<file path="src/rtl/mem_arbiter.sv">
// Two-to-one arbiter merging I-cache and D-cache line requests onto one memory port.
// Define MEM_ARB_FIXED_PRIO_EN to give the I-cache fixed priority instead of round-robin.
module mem_arbiter #(
  parameter int ADDR_W = 30,
  parameter int DATA_W = 128
) (
  input  logic              clk,
  input  logic              proc_reset_n,
  input  logic              i_mem_read,
  input  logic [ADDR_W-1:0] i_mem_addr,
  output logic [DATA_W-1:0] i_mem_rdata,
  output logic              i_mem_ready,
  input  logic              d_mem_read,
  input  logic              d_mem_write,
  input  logic [ADDR_W-1:0] d_mem_addr,
  input  logic [DATA_W-1:0] d_mem_wdata,
  output logic [DATA_W-1:0] d_mem_rdata,
  output logic              d_mem_ready,
  output logic              mem_read,
  output logic              mem_write,
  output logic [ADDR_W-1:0] mem_addr,
  output logic [DATA_W-1:0] mem_wdata,
  input  logic [DATA_W-1:0] mem_rdata,
  input  logic              mem_ready
);

  typedef enum logic [1:0] {
    IDLE    = 2'd0,
    GRANT_I = 2'd1,
    GRANT_D = 2'd2
  } state_t;

  state_t state_q, state_d;
  logic   i_req_s, d_req_s;

  assign i_req_s     = i_mem_read;
  assign d_req_s     = d_mem_read | d_mem_write;
  assign i_mem_rdata = mem_rdata;
  assign d_mem_rdata = mem_rdata;

  // Arbitration state register
  always_ff @(posedge clk or negedge proc_reset_n) begin
    if (!proc_reset_n) begin
      state_q <= IDLE;
    end else begin
      state_q <= state_d;
    end
  end

`ifndef MEM_ARB_FIXED_PRIO_EN
  // last_d_q is 1 when the most recent grant went to D; reset means I was last
  logic last_d_q, last_d_d;

  // Round-robin history register
  always_ff @(posedge clk or negedge proc_reset_n) begin
    if (!proc_reset_n) begin
      last_d_q <= 1'b0;
    end else begin
      last_d_q <= last_d_d;
    end
  end

  // Record the side granted on each IDLE exit
  always_comb begin
    last_d_d = last_d_q;
    if ((state_q == IDLE) && (state_d != IDLE)) begin
      last_d_d = (state_d == GRANT_D);
    end else begin
      last_d_d = last_d_q;
    end
  end
`endif

  // Next-state: requests only sampled in IDLE, so a request still held in the ready cycle is ignored
  always_comb begin
    state_d = state_q;
    case (state_q)
      IDLE: begin
        if (i_req_s && d_req_s) begin
`ifdef MEM_ARB_FIXED_PRIO_EN
          state_d = GRANT_I;
`else
          state_d = last_d_q ? GRANT_I : GRANT_D;
`endif
        end else if (i_req_s) begin
          state_d = GRANT_I;
        end else if (d_req_s) begin
          state_d = GRANT_D;
        end else begin
          state_d = IDLE;
        end
      end
      GRANT_I, GRANT_D: begin
        if (mem_ready) begin
          state_d = IDLE;
        end else begin
          state_d = state_q;
        end
      end
      default: state_d = IDLE;
    endcase
  end

  // Memory-side outputs follow the granted requester's live inputs
  always_comb begin
    mem_read    = 1'b0;
    mem_write   = 1'b0;
    mem_addr    = '0;
    mem_wdata   = '0;
    i_mem_ready = 1'b0;
    d_mem_ready = 1'b0;
    case (state_q)
      IDLE: begin
        mem_read = 1'b0;
      end
      GRANT_I: begin
        mem_read    = i_mem_read;
        mem_addr    = i_mem_addr;
        i_mem_ready = mem_ready;
      end
      GRANT_D: begin
        // simultaneous read and write is illegal; the write takes precedence
        mem_read    = d_mem_read & ~d_mem_write;
        mem_write   = d_mem_write;
        mem_addr    = d_mem_addr;
        mem_wdata   = d_mem_wdata;
        d_mem_ready = mem_ready;
      end
      default: begin
        mem_read = 1'b0;
      end
    endcase
  end

endmodule

</file>
<file path="config.mk">
export PLATFORM = sky130hd
export DESIGN_NAME = mem_arbiter
export DESIGN_NICKNAME = d
export VERILOG_FILES = /design/src/rtl/mem_arbiter.sv
export SDC_FILE = /design/constraint.sdc
export NUM_CORES = 1
export LEC_CHECK = 0
export ABC_AREA = 1
export ABC_CLOCK_PERIOD_IN_PS = 1650
export CORE_AREA = 2 2 289 291
export DETAILED_ROUTE_END_ITERATION = 6
export DIE_AREA = 0 0 291 293
export PLACE_DENSITY_LB_ADDON = 0.12
export SYNTH_ARGS = -nofsm -noshare
export SYNTH_HDL_FRONTEND = slang
export SYNTH_SLANG_ARGS = --single-unit
</file>
<file path="constraint.sdc">
create_clock -name clk -period 1.65 [get_ports clk]
set_clock_uncertainty 0.1 [all_clocks]
set_input_delay 0.165 -clock clk [delete_from_list [all_inputs] [get_ports clk]]
set_output_delay 0.165 -clock clk [all_outputs]
set_load 0.02 [all_outputs]
</file>
; Word-level counts from Yosys, hierarchy flattened
; Cells that the tools add are included.
[word_totals]
inputBits = 322
out_inout_bits = 418
register_bits = 3
[classes]
eq_ne = 3
reduce_logical = 5
bitwise_logic = 3
mux = 12
[ops]
columns = op, count
row1 = $mux 128, 1
row2 = $pmux 30 s2, 1
row3 = $mux 2, 5
row4 = $eq 2x2->1 const B, 2
row5 = $pmux 2 s2, 1
row6 = $mux 1, 3
row7 = $eq 2x1->1 const B, 1
row8 = $logic_and 1x1->1, 2
row9 = $logic_not 2->1, 1
row10 = $pmux 1 s2, 1
row11 = $reduce_bool 2->1, 1
row12 = $reduce_or 2->1, 1
row13 = $and 1x1->1, 1
row14 = $not 1->1, 1
row15 = $or 1x1->1, 1

; Logic depth before layout (Yosys ltp)
[logic_depth]
ltp_word = 7
mapped_depth = 9
ltp_nobuf = 9

; Worst setup path after synthesis
; OpenSTA, ideal clock, no wires.
[synth_path]
path_kind = register to output
start = register state_q[0]
end = output mem_addr[0]
path_stages_with_launch = 6
setup_slack_ns = 0.044
path_buffers = 1
arrival_ns = 1.341
path_cell_list = dfrtp_1 inv_1 ha_1 inv_1 clkbuf_1 a21oi_1
[synth_between]
elab_chain_len = 2
[synth_lines]
columns = element, line
row1 = from (decl), 33  ; state_t state_q, state_d;
row2 = from (signal assigned), 46  ; state_q <= state_d;
row3 = $eq 2x2->1 or $eq 2x1->1 (tied branches), 112  ; case (state_q)
row4 = $pmux 30 s2 *, 112
row5 = to (decl), 21  ; output logic [ADDR_W-1:0] mem_addr,
; Mark *: on every way between the ends. The rest lies on a longest branch, timed or not.

; Worst setup path after layout
[layout_path]
start = register state_q[1]
end = output mem_addr[9]
; The elaborated chain is that of the path after synthesis.

==> flow_summary.json <==
{
  "syn2layout_area_growth_pct": 132,
  "row_count": 105,
  "routabilityCongestion": 0.671,
  "violations": "negative setup slack",
  "place_hpwl_mm": 18.6,
  "core_area_um2": 81800,
  "ir_drop_v": 0.000586,
  "cts.sinks": 3,
  "ant_nets": 0,
  "slew_headroom_pct": 84.0,
  "drtIter0Drc": 56,
  "avgSynthCellArea_um2": 5.56,
  "ys_seq_area_share_pct": 2.02,
  "holdBufCountCts": 0,
  "hold_path_class": "input pin to async pin",
  "post_drt_wl_per_cell_um": 12.4,
  "ys_ff_latch": 3,
  "die_w_um": 291,
  "slowest_stage": "dfrtp_2",
  "numCtsBuffers": 3,
  "clock_latency_ns": 0.23,
  "worst-path-max-fanout": 5,
  "rr_worst_depth": 9,
  "r2r_end": "last_d_q",
  "cts_tree": "done",
  "crit_required_ns": 1.38,
  "pin_count": 740,
  "hold_viol": 0,
  "cpPeakStageDelay_ns": 0.42,
  "dr.pass1.iters": 4,
  "crit_path_cell_trace": "inv_2, ha_4, buf_12, buf_16, buf_8, nand2_1, a21oi_2, buf_4",
  "layout_setup_ws_ns": -0.261,
  "drv_cap": 0,
  "critPathBufInv": 5,
  "drive_gt1_share_pct": 55.3,
  "wl_met1_mm": 7.14,
  "netlist_instances": 668,
  "pre_cts_ws_ns": -0.680,
  "htreeDepth": 1,
  "nets": 1160,
  "antenna_found_initial": 9,
  "viasPerCell": 2.25,
  "final_cell_mix": "193 x clkdlybuf4s50_1, 147 x buf_6, 107 x nand2_1",
  "dr.max_layer_used": "met5",
  "wl_met2_mm": 10.9,
  "clk_path_buf_depth": 2,
  "min_period_ns": 1.91,
  "critical_path_class": "flip-flop to output port",
  "drc_errors": 0,
  "met3_length_mm": 4.36,
  "ctsRootBufferMaster": "clkbuf_16",
  "power.density_nw_per_um2": 1460,
  "start_kind": "flip-flop",
  "grt_pass1_vias": 4493,
  "clk_pin_slew_ns": 0.03,
  "grt_max_degree": 29,
  "fin_crit_sh_pct": 116,
  "worst_pin_slew_ns": 0.240,
  "die_area_um2": 85300,
  "reg2reg_from": "state_q[1]",
  "wirelength_mm": 23.5,
  "port_buffers": 355,
  "grt_setup_unrepaired": "true",
  "syn_area_um2": 3710,
  "leakagePower_nw": 4.28,
  "cp.arrival_ns": 1.65,
  "yosysWarnings": 0,
  "grt-ovfl-total": 0,
  "slew_viol_final": 0,
  "max_freq_mhz": 523,
  "vias": 4290,
  "final_common_cell": "clkdlybuf4s50_1",
  "syn_nets": 994,
  "grt_first_pass_wirelength_mm": 31.5,
  "grt_use_total_pct": 5.09,
  "outcome": "complete, but fails checks",
  "cp-end-kind": "output port",
  "setup_viol": 162,
  "crit_family": "buffers and inverters",
  "reg2reg_slack_ns": 0.18,
  "ys_types": 10,
  "start_util_pct": 4.54,
  "fin_util_pct": 10.5,
  "die_h_um": 293
}
-- layer usage --
layer | GRT usage [%] | up-vias
met2 | 8.49 | 471
li1 | - | 1961
met5 | 0.340 | -
met3 | 4.80 | 76
met1 | 4.08 | 1772
met4 | 2.06 | 10
-- state kept, by name (all words and copies together) (netlist names) --
name      count
state_q       2
last_d_q      1
-- report_power, final --
| part | leakage [nW] | internal [mW] | total, mW | switching (mW) |
|---|---|---|---|---|
| Clock | 0.0382 | 0.320 | 0.395 | 0.0751 |
| Combinational | 4.21 | 6.26 | 12.1 | 5.81 |
| Sequential | 0.0357 | 0.114 | 0.144 | 0.0297 |
-- worst max path at each step --
stage | startpoint | endpoint | slack (ns) | cells after the start
after detailed placement | state_q[0] | mem_addr[23] | -0.68 | 7
final | state_q[1] | mem_addr[9] | -0.26 | 8
after CTS | state_q[0] | mem_addr[23] | -0.29 | 8
after global placement | state_q[0] | mem_addr[23] | -0.71 | 7
after floorplan | state_q[0] | mem_addr[0] | 0.04 | 5
after global routing | state_q[0] | mem_wdata[22] | -0.34 | 9
-- cell families after synthesis --
family / synth area share (%)
AOI/OAI and AO/OA: 4.45
adders and majority gates: 1.35
buffers and inverters: 71.0
DFF: 2.02
and+or+nand+nor: 21.1
-- cell usage after synthesis --
| library cell | count | area [um2] |
|---|---|---|
| a21oi_1 | 33 | 165 |
| buf_2 | 8 | 40.0 |
| buf_4 | 259 | 1940 |
| buf_6 | 10 | 113 |
| clkbuf_1 | 3 | 11.3 |
| dfrtp_1 | 3 | 75.1 |
| ha_1 | 4 | 50.1 |
| inv_1 | 141 | 529 |
| nand2_1 | 201 | 754 |
| nand3_1 | 6 | 30.0 |
-- worst reg2reg max path, cell delays in order (launching register included) --
cell and delay (ns):
dfrtp_2 0.42, inv_2 0.11, ha_4 0.23, buf_4 0.14, nand3_1 0.09, nand2_1 0.06
nand3_1 0.07, nand2_1 0.05, nand2_1 0.05, inv_1 0.04
-- metrics by stage --
stage               cell area [um2]  std cells  hold WS [ns]  setup TNS [ns]  total power, mW
CTS                            7690       1890        0.0508          -29.45             11.1
global placement               6860       1848         0.230          -68.63             8.17
global route                   8620       1904        0.0544          -40.62             13.5
floorplan                      3710        668        -0.231               0             4.66
detailed placement             6860       1848         0.230          -66.70             8.03
finish                         8620       1904        0.0367          -27.19             12.6
-- cell type report --
type | count | area (um2)
Fill cell | 9575 | 73200
Timing Repair Buffer | 441 | 4880
Multi-Input combinational cell | 244 | 1700
Tap cell | 1070 | 1340
Inverter | 141 | 539
Clock buffer | 4 | 78.8
Sequential cell | 3 | 76.3
Antenna cell | 1 | 2.50
-- repair_timing --
| item | CTS | global route |
|---|---|---|
| cloned | 10 | 4 |
| setup endpoints to repair | 162 | 162 |
| gates resized for setup | 912 | 329 |
| pin swaps | 10 | 2 |
| buffers inserted | 29 | 13 |
Power figures use the tool's default switching activity.
